<file path="src/rtl/adsr_envelope_generator.sv">
// ADSR envelope generator: gate-driven Attack/Decay/Sustain/Release sequencer
// stepping a 16-bit level accumulator at a prescaled tick rate. The upper byte
// of the accumulator is registered out to the amplitude modulator.
//
// state   | meaning
// --------+---------------------------------------------------------------
// IDLE    | no note; acc held at 0
// ATTACK  | acc rises by attack step per tick until it saturates at 0xFFFF
// DECAY   | acc falls by decay step per tick down to the sustain level
// SUSTAIN | acc tracks {sustain_level, 8'h00} every cycle
// RELEASE | acc falls by release step per tick down to 0, then IDLE
module adsr_envelope_generator #(
    parameter int PRESCALE = 256
) (
    input  logic       clk,
    input  logic       rst,
    input  logic       gate,
    input  logic       retrigger,
    input  logic [7:0] attack_rate,
    input  logic [7:0] decay_rate,
    input  logic [7:0] sustain_level,
    input  logic [7:0] release_rate,
    output logic [7:0] envelope_value,
    output logic [2:0] env_state,
    output logic       active
);

    localparam int CW = (PRESCALE > 1) ? $clog2(PRESCALE) : 1;
    localparam logic [CW-1:0] PRESC_MAX = CW'(PRESCALE - 1);

    typedef enum logic [2:0] {
        ST_IDLE    = 3'd0,
        ST_ATTACK  = 3'd1,
        ST_DECAY   = 3'd2,
        ST_SUSTAIN = 3'd3,
        ST_RELEASE = 3'd4
    } state_t;

    state_t         state_q, state_d;
    logic [15:0]    acc_q, acc_d;
    logic [CW-1:0]  presc_q, presc_d;
    logic [7:0]     envelope_value_q, envelope_value_d;
    logic [2:0]     env_state_q, env_state_d;
    logic           active_q, active_d;

    logic           tick;
    logic [7:0]     rate;
    logic [8:0]     step;
    logic [16:0]    sum;
    logic [15:0]    diff;
    logic           go_attack;
    logic           go_release;

    // Free-running prescaler; tick marks the last cycle of each period.
    always_comb begin
        tick    = (presc_q == PRESC_MAX);
        presc_d = tick ? '0 : presc_q + CW'(1);
    end

    // Envelope sequencing: gate/retrigger transitions win over tick and hold acc.
    always_comb begin
        state_d = state_q;
        acc_d   = acc_q;

        case (state_q)
            ST_ATTACK: rate = attack_rate;
            ST_DECAY:  rate = decay_rate;
            default:   rate = release_rate;
        endcase
        step = {1'b0, rate} + 9'd1;
        sum  = {1'b0, acc_q} + {8'd0, step};
        diff = acc_q - {7'd0, step};

        go_attack  = gate && (retrigger || state_q == ST_IDLE || state_q == ST_RELEASE);
        go_release = !gate && (state_q == ST_ATTACK || state_q == ST_DECAY ||
                               state_q == ST_SUSTAIN);

        if (go_attack) begin
            state_d = ST_ATTACK;
        end else if (go_release) begin
            state_d = ST_RELEASE;
        end else begin
            case (state_q)
                ST_IDLE: acc_d = '0;
                ST_ATTACK: begin
                    if (tick) begin
                        if (sum >= 17'h0FFFF) begin
                            acc_d   = 16'hFFFF;
                            state_d = ST_DECAY;
                        end else begin
                            acc_d = sum[15:0];
                        end
                    end
                end
                ST_DECAY: begin
                    if (tick) begin
                        // Equality with step lands exactly on 0, so it counts as done too.
                        if (acc_q <= {7'd0, step} || diff[15:8] <= sustain_level) begin
                            acc_d   = {sustain_level, 8'h00};
                            state_d = ST_SUSTAIN;
                        end else begin
                            acc_d = diff;
                        end
                    end
                end
                ST_SUSTAIN: acc_d = {sustain_level, 8'h00};
                ST_RELEASE: begin
                    if (tick) begin
                        if (acc_q <= {7'd0, step}) begin
                            acc_d   = '0;
                            state_d = ST_IDLE;
                        end else begin
                            acc_d = diff;
                        end
                    end
                end
                default: begin
                    acc_d   = '0;
                    state_d = ST_IDLE;
                end
            endcase
        end
    end

    // Output stage samples the current acc/state, giving one cycle of latency.
    always_comb begin
        envelope_value_d = acc_q[15:8];
        env_state_d      = state_q;
        active_d         = (state_q != ST_IDLE);
    end

    // State, accumulator, prescaler and output registers.
    always_ff @(posedge clk) begin
        if (rst) begin
            state_q          <= ST_IDLE;
            acc_q            <= '0;
            presc_q          <= '0;
            envelope_value_q <= '0;
            env_state_q      <= '0;
            active_q         <= 1'b0;
        end else begin
            state_q          <= state_d;
            acc_q            <= acc_d;
            presc_q          <= presc_d;
            envelope_value_q <= envelope_value_d;
            env_state_q      <= env_state_d;
            active_q         <= active_d;
        end
    end

    assign envelope_value = envelope_value_q;
    assign env_state      = env_state_q;
    assign active         = active_q;

endmodule

</file>
<file path="config.mk">
export PLATFORM = sky130hd
export DESIGN_NAME = adsr_envelope_generator
export DESIGN_NICKNAME = d
export VERILOG_FILES = /design/src/rtl/adsr_envelope_generator.sv
export SDC_FILE = /design/constraint.sdc
export NUM_CORES = 1
export LEC_CHECK = 0
export BUFFER_PORTS_ARGS = -buffer_cell sky130_fd_sc_hd__clkbuf_2
export CORE_UTILIZATION = 50
export DETAILED_ROUTE_END_ITERATION = 12
export GPL_TIMING_DRIVEN = 0
export PLACE_DENSITY = 0.76
export SLEW_MARGIN = 0
export SYNTH_ARGS = -nofsm -noshare
export SYNTH_HDL_FRONTEND = slang
export SYNTH_SLANG_ARGS = --single-unit
</file>
<file path="constraint.sdc">
create_clock -name clk -period 15.4 [get_ports clk]
set_clock_uncertainty 0.1 [all_clocks]
set_input_delay 1.54 -clock clk [delete_from_list [all_inputs] [get_ports clk]]
set_output_delay 1.54 -clock clk [all_outputs]
set_load 0.005 [all_outputs]
</file>
==> results.yml, run 1 <==
outcome:
  outcome: "complete, no violations"
die:
  fp-row-count: 31
  die_h_um: 88.3
  die_area_um2: 7800
  io_pins: 48
  initial_core_util: 0.516
  die_w_um: 88.3
  core_um2: 7210
setup_path:
  slowest_delay_ns: 0.42
  worstSetupStartpointType: "primary input"
  end_kind: "flip-flop"
  criticalPathCategory: "primary input to flip-flop"
  cp_common_cell: "ha_1"
  path_max_fanout: 10
  cp_slowest_cell: "nor4_1"
  worstPathRequired_ns: 15.49
  worstPathArrival_ns: 7.04
final_layout:
  finalNonFillerCells: 617
  drive_above_1_share: 0.208
  n_antenna_cell: 0
  fin_area_um2: 4200
  nets: 584
  area_growth_pct: 12.7
  fill_cells: 694
synth:
  synth_compound_area_frac: 0.285
  synth.area.top_cells: "dfxtp_1, ha_1, nor2_1"
  netlist_instances: 463
  avgSynthCellArea_um2: 8.04
  synth_edf_count: 0
  synthMuxAreaShare: 0.00705
  ys_types: 81
  synth_top_family_by_area: "compound AO/OA/AOI/OAI gates"
  synth-adder-area-share: 0.108
  synth_xor_area_frac: 0.0702
  syn_nets: 530
  yosys_warnings: 0
  netlist_area_um2: 3720
  synth_top_cell_area_share: 0.210
  synth_largest_area_cell: "dfxtp_1"
  ys_seq_area_frac: 0.210
  synth_flop_cell: "dfxtp_1"
  synth-seq-cells: 39
  yosys.area_share.simple: 0.208
  synthArstFlopShare: 0
timing:
  worst_pin_slew_ns: 0.572
  finalHoldViolations: 0
  period_share: 0.452
  max-slew-margin-rel: 0.615
  setup_viol: 0
  fin_ws_ns: 8.45
  fin_setup_tns_ns: 0
  final_max_slew_viol_count: 0
  max_freq_mhz: 144
  rsz0062_at_grt: "no"
  period_needed_ns: 6.95
clock_tree:
  post_cts_buffers: 0
  cts_max_level: 2
  cts_buffers: 5
  clock_path_buffers: 2
  cts_root_buffer: "clkbuf_8"
  worstSkewPairLatency_ns: 0.31
  ctsResizeCount: 0
  numClockSinks: 39
  cts.clk_slew.worst_paths_ns: 0.09
  cts_tree: "yes"
  cts_hold_buffers: 0
routing:
  wirelength_um: 10100
  drt-vias-per-instance: 6.05
  ant_nets: 0
  drt-initial-drc-count: 290
  firstDrtPassIters: 7
  routedWlPerCell_um: 16.4
  dr_total_vias: 3731
  remaining_drc_errors: 0
grt:
  antenna_found_initial: 0
  globalRouteOverflowTotal: 0
  grt_max_degree: 14
  grt_pass1_vias: 3382
  grt_pass1_wl_um: 16100
  grt_usage: 0.266
placed_design:
  placed_cell_area_um2: 4080
  dpl.hpwl_um: 7670
  gp_congestion: 0.925
  dp.cells: 609
  numPortBuffers: 47
  pre_cts_ws_ns: 8.32
power:
  irDropWorstVdd_mv: 0.0574
  power_uw: 295
  power_leakage_uw: 0.00171
  cellPowerDensity_nw_per_um2: 70.4
job:
  max-cap-violations: 0
worst_hold_path:
  worstHoldPathType: "flip-flop to flip-flop"
-- per-layer routing --
metal / GRT usage / vias to the layer above / share of wire
met2: 0.454 / 164 / 0.48
met5: 0 / - / 0
met1: 0.336 / 1743 / 0.43
li1: - / 1800 / -
met3: 0.0448 / 24 / 0.069
met4: 0.0997 / 0 / 0.027
-- state kept, by name, indices dropped and copies added, names as in the netlist --
signal,count
acc_q,16
envelope_value,8
presc_q,8
env_state,3
env_state_d,3
active,1
-- final timing paths --
check / start / to / slack, ns / depth (start not counted)
max: release_rate[0] / acc_q[7] / 8.45 / 27
min reg2reg: presc_q[0] / presc_q[0] / 0.37 / 1
max reg2reg: env_state_d[1] / acc_q[7] / 9.04 / 29
min: presc_q[0] / presc_q[0] / 0.37 / 1
-- cells in the final DEF (no fill, tap or decap), drive strengths merged, types with 3 or more instances in the layout --
master  synthesis  final
ha             29     29
a221o           5      5
a22oi           4      4
a21o            6      6
xor2           11     11
nor3           13     13
o21ai          37     37
nor2b          12     12
buf            16     16
clkbuf         14     66
clkinv          1      3
or3             4      4
nand2b          6      6
nand2          38     38
inv            31     31
and2            3      3
nor2           41     41
nand4           5      5
a31oi           4      4
o211ai          4      4
nand3           9      9
dfxtp          39     39
nor3b           4      4
a221oi          5      5
nor4            5      5
o22ai          13     13
o31ai           5      5
a21oi          23     23
xnor2          18     18
a211oi          5      5
o221ai         14     14
-- cells in the mapped netlist (all sizes together) (6+ instances only) --
library cell   n
nor3          13
nand2         38
a21o           6
buf           16
clkbuf        14
o22ai         13
nor2b         12
nor2          41
xnor2         18
o21ai         37
o221ai        14
nand3          9
ha            29
inv           31
a21oi         23
nand2b         6
xor2          11
dfxtp         39
-- stage by stage --
step / hold slack (ns) / utilization
after floorplan: 0.330 / -
after global placement: 0.346 / 0.566
after detailed placement: 0.352 / 0.566
after CTS: 0.372 / 0.582
after global routing: 0.384 / 0.582
final: 0.367 / 0.582
-- power breakdown --
part	switching (uW)	internal, uW
Clock	41.4	48.3
Sequential	1.46	103
Combinational	58.2	43.2
Total	101	194
-- cell type report --
class / count / area [um^2] / share of cell area
repair buffers: 47 / 235 / 0.0561
well taps: 99 / 124 / 0.0295
clock inverters: 3 / 43.8 / 0.0104
multi-input cells: 361 / 2520 / 0.602
clock buffers: 5 / 68.8 / 0.0164
flip-flops and latches: 39 / 781 / 0.186
inverters: 32 / 120 / 0.0286
plain buffers: 31 / 299 / 0.0713
-- cells by family (layout without fill, tap and decap cells) --
logic type | Yosys count | in the layout
muxes | 2 | 2
DFF | 39 | 39
AOI/OAI and AO/OA | 148 | 148
buffers and inverters | 63 | 118
adders and majority gates | 31 | 31
and+or+nand+nor | 151 | 151
xor gates and xnor gates | 29 | 29
-- critical path, delay by kind of cell --
kind | cells | cell delay, ns
adders and majority gates | 3 | 0.84
and+or+nand+nor | 7 | 1.67
AOI/OAI and AO/OA | 11 | 2.12
xor gates and xnor gates | 2 | 0.39
buffers and inverters | 4 | 0.46
(Power assumes the default switching activity.)
==> run 2: changes to the inputs <==
- clock period: 15.4 -> 6.7 ns (I/O delays scaled with it)
==> run 2 against run 1 <==
First-iteration DRC count shrank 0.34%. Largest power group unchanged. Critical endpoint unchanged. Sequential cell count unchanged. Global-route usage unchanged. Via count is 0.59% higher.
==> results.yml, run 2 (synthesis gave the netlist of run 1 again) <==
grt:
  grt_max_degree: 14
  grt_pass1_vias: 3382
  globalRouteOverflowTotal: 0
  grt_pass1_wl_um: 16100
  grt_usage: 0.266
  antenna_found_initial: 0
routing:
  dr_total_vias: 3753
  ant_nets: 0
  wl_met2_um: 4900
  firstDrtPassIters: 7
  remaining_drc_errors: 0
  drt-vias-per-instance: 6.08
  routedWlPerCell_um: 16.5
  highest_layer: "met4"
  drt-initial-drc-count: 289
  wl_met1_um: 4450
  wl_met3_um: 569
  wirelength_um: 10200
die:
  die_area_um2: 7800
  initial_core_util: 0.516
  die_w_um: 88.3
  core_um2: 7210
  die_h_um: 88.3
  fp-row-count: 31
  io_pins: 48
job:
  max-cap-violations: 0
placed_design:
  placed_cell_area_um2: 4080
  numPortBuffers: 47
  pre_cts_ws_ns: 0.494
  dpl.hpwl_um: 7670
  gp_congestion: 0.925
setup_path:
  crit_buf_inv: 3
  regToRegStartpoint: "env_state_d[1]"
  worstSetupStartpointType: "flip-flop"
  critical_path.top_delay_family: "simple AND/OR/NAND/NOR gates"
  worstPathRequired_ns: 6.79
  slowest_delay_ns: 0.43
  crit_start: "env_state_d[1]"
  worstPathArrival_ns: 6.27
  end_kind: "flip-flop"
  criticalPathCategory: "flip-flop to flip-flop"
  cp_slowest_cell: "or3_4"
  path_max_fanout: 10
clock_tree:
  cts_buffers: 5
  clock_path_buffers: 2
  cts_max_level: 2
  cts.clk_slew.worst_paths_ns: 0.09
  cts_root_buffer: "clkbuf_8"
  worstSkewPairLatency_ns: 0.30
  numClockSinks: 39
  cts_tree: "yes"
outcome:
  outcome: "complete, no violations"
final_layout:
  final_common_cell: "clkbuf_2"
  area_growth_pct: 13.1
  largest-register: "acc_q"
  nets: 584
  final_cell_mix: "clkbuf_2, nor2_1, dfxtp_1"
  fin_area_um2: 4210
  largest_reg_flops: 16
  n_antenna_cell: 0
  drive_above_1_share: 0.214
worst_hold_path:
  worstHoldStart: "presc_q[0]"
  worstHoldPathType: "flip-flop to flip-flop"
timing:
  fin_ws_ns: 0.514
  worst_pin_slew_ns: 0.637
  finalHoldViolations: 0
  final_max_slew_viol_count: 0
  max_freq_mhz: 162
  period_needed_ns: 6.19
  setup_viol: 0
  rsz0062_at_grt: "no"
  fin_setup_tns_ns: 0
  period_share: 0.923
  max-slew-margin-rel: 0.575
power:
  cellPowerDensity_nw_per_um2: 161
  power_leakage_uw: 0.00171
  irDropWorstVdd_mv: 0.132
run 2: cell types whose count changed in the layout (fill, tap and decap cells not counted):
cell,before,now
o31ai_1,5,4
nor4_1,5,4
nor3b_2,0,1
nor3b_1,4,3
nor4_2,0,1
o31ai_2,0,1
run 2: layout make-up:
class / instances / area [um^2]
fillers: 688 / 3000
flip-flops and latches: 39 / 781
repair buffers: 47 / 235
plain buffers: 31 / 299
clock buffers: 5 / 68.8
multi-input cells: 361 / 2540
clock inverters: 3 / 43.8
inverters: 32 / 120
well taps: 99 / 124
run 2: power by group:
part	internal, uW	switching (uW)	total (uW)
Sequential	236	3.34	240
Combinational	100	135	235
Clock	111	93.5	205
run 2: what timing repair did:
action / CTS / global route
buffers inserted: 0 / 0
gates resized for setup: 0 / 3
hold buffers: 0 / 0
endpoints found under the setup margin: 0 / 15
run 2: final timing paths:
check	end	slack, ns	cells after the start
max reg2reg	acc_q[7]	0.51	27
min reg2reg	presc_q[0]	0.37	1
min	presc_q[0]	0.37	1
max	acc_q[7]	0.51	27
run 2: stage by stage:
stage | cells | hold slack, ns | power [uW] | utilization
floorplan | 463 | 0.330 | 416 | -
finish | 617 | 0.367 | 679 | 0.584
CTS | 617 | 0.372 | 676 | 0.582
global route | 617 | 0.384 | 716 | 0.584
detailed placement | 609 | 0.352 | 473 | 0.566
global placement | 609 | 0.346 | 467 | 0.566
run 2: metal layers:
layer  vias up  track usage
li1       1799            -
met5         -            0
met2       143        0.454
met3        26       0.0448
met4         0       0.0997
met1      1785        0.336
==> run 3: changes to the inputs <==
- PLACE_DENSITY: 0.76 -> 0.8
- clock period: 6.7 -> 5.3 ns (I/O delays scaled with it)
==> run 3 against run 2 <==
Utilization grew 8.2 points. Non-clock buffer count increased by 29. The run now ends with setup timing left. Routed wire length up 20%. Total power is 40% higher. Highest routed layer unchanged. Critical path depth is 1 lower. Clock-buffer cell count did not move. Worst hold slack improved by 0.0017 ns.
==> results.yml, run 3 (synthesis gave the netlist of run 1 again) <==
outcome:
  outcome: "complete, but fails checks"
  violations: "setup timing"
clock_tree:
  worstSkewPairLatency_ns: 0.31
  cts_hold_buffers: 0
  numClockSinks: 39
  cts_root_buffer: "clkbuf_8"
  clock_path_buffers: 2
  cts.clk_slew.worst_paths_ns: 0.09
  cts_buffers: 5
  cts_max_level: 2
  cts_tree: "yes"
routing:
  routedWlPerCell_um: 19.0
  wirelength_um: 12200
  drt-vias-per-instance: 6.41
  wl_met2_um: 5700
  ant_nets: 0
  drt-initial-drc-count: 359
  wl_met3_um: 1080
  wl_met1_um: 4720
  remaining_drc_errors: 0
  highest_layer: "met4"
  firstDrtPassIters: 5
  dr_total_vias: 4143
die:
  die_w_um: 88.3
  die_area_um2: 7800
  fp-row-count: 31
  initial_core_util: 0.516
  die_h_um: 88.3
  core_um2: 7210
  io_pins: 48
setup_path:
  worstPathRequired_ns: 5.40
  crit_start: "env_state_d[1]"
  cp_slowest_cell: "or3_4"
  criticalPathCategory: "flip-flop to flip-flop"
  slowest_delay_ns: 0.45
  r2r_end: "acc_q[13]"
  regToRegStartpoint: "env_state_d[1]"
  worstSetupStartpointType: "flip-flop"
  worstRegToRegCells: 26
  r2r_slack_ns: -0.36
  end_kind: "flip-flop"
  path_max_fanout: 8
  worstPathArrival_ns: 5.76
timing:
  final_max_slew_viol_count: 0
  finalHoldViolations: 0
  rsz0062_at_grt: "yes"
  max_freq_mhz: 177
  worst_pin_slew_ns: 1.03
  max-slew-margin-rel: 0.306
  period_needed_ns: 5.66
  period_share: 1.07
  setup_viol: 17
  fin_ws_ns: -0.361
placed_design:
  numPortBuffers: 47
  placed_cell_area_um2: 4080
  dp.cells: 609
  gp_congestion: 0.900
  dpl.hpwl_um: 7460
final_layout:
  n_antenna_cell: 0
  largest_reg_flops: 16
  largest-register: "acc_q"
  drive_above_1_share: 0.338
  multi_input_area_um2: 2870
  ff_latch_area_um2: 783
  nets: 613
  final_common_cell: "clkbuf_2"
  area_growth_pct: 28.9
  fin_area_um2: 4800
  fill_cells: 558
  final_cell_mix: "clkbuf_2, nor2_1, nand2_1, dfxtp_1, buf_4"
  postLayoutCoreUtil: 0.665
  finalNonFillerCells: 646
grt:
  antenna_found_initial: 0
  grt_max_degree: 14
  grt_pass1_vias: 3409
  grt_usage: 0.269
  grt_pass1_wl_um: 16100
  globalRouteOverflowTotal: 0
power:
  irDropWorstVdd_mv: 0.140
  power_leakage_uw: 0.00196
  cellPowerDensity_nw_per_um2: 198
  power_uw: 949
worst_hold_path:
  worstHoldStart: "presc_q[0]"
  hold_depth: 1
  worstHoldPathType: "flip-flop to flip-flop"
  whs_endpoint: "presc_q[0]"
job:
  max-cap-violations: 0
-- run 3: changes by cell type in the layout (fill, tap and decap cells not counted), sizes merged --
cell,delta
clkinv,-1
clkbuf,+1
buf,+28
clkinvlp,+1
-- run 3: final cells by class --
type | instances | area share
clock inverters | 3 | 0.00912
inverters | 32 | 0.0258
multi-input cells | 361 | 0.597
flip-flops and latches | 39 | 0.163
well taps | 99 | 0.0258
plain buffers | 31 | 0.0670
clock buffers | 5 | 0.0143
repair buffers | 76 | 0.0980
-- run 3: worst max-delay path, delay by kind of cell, from the launching register on --
| family | cells | cell delay, ns |
|---|---|---|
| xor gates and xnor gates | 2 | 0.39 |
| and+or+nand+nor | 10 | 1.74 |
| adders and majority gates | 2 | 0.61 |
| AOI/OAI and AO/OA | 9 | 1.95 |
| DFF | 1 | 0.35 |
| buffers and inverters | 3 | 0.43 |
-- run 3: power by group --
group	total (uW)	internal (uW)	switching, uW
clock	268	141	128
sequential	303	299	4.59
combinational	377	165	212
total	949	605	344
-- run 3: stage by stage --
stage	TNS (ns)	hold slack (ns)	setup slack, ns
after floorplan	0	0.330	0.120
after global placement	-9.24	0.342	-0.647
after detailed placement	-10.21	0.358	-0.689
after CTS	0	0.369	0.00172
after global routing	-7.95	0.369	-0.547
final	-4.44	0.368	-0.361
-- run 3: timing repair --
item	4_1_cts	5_1_grt
pin swaps	14	28
gates cloned	0	1
buffers inserted	11	17
gates resized for setup	36	40
endpoints found under the setup margin	17	17
-- run 3: worst max path at each step --
stage                      endpoint  slack, ns
after CTS                  acc_q[4]      0.002
after floorplan            acc_q[7]       0.12
final                     acc_q[13]      -0.36
after global routing      acc_q[13]      -0.55
after global placement     acc_q[7]      -0.65
after detailed placement   acc_q[5]      -0.69
-- run 3: routing by layer --
layer  GRT usage  vias up
met2       0.438      288
met4       0.160        0
li1            -     1859
met3      0.0392       77
met1       0.338     1919
met5           0        -
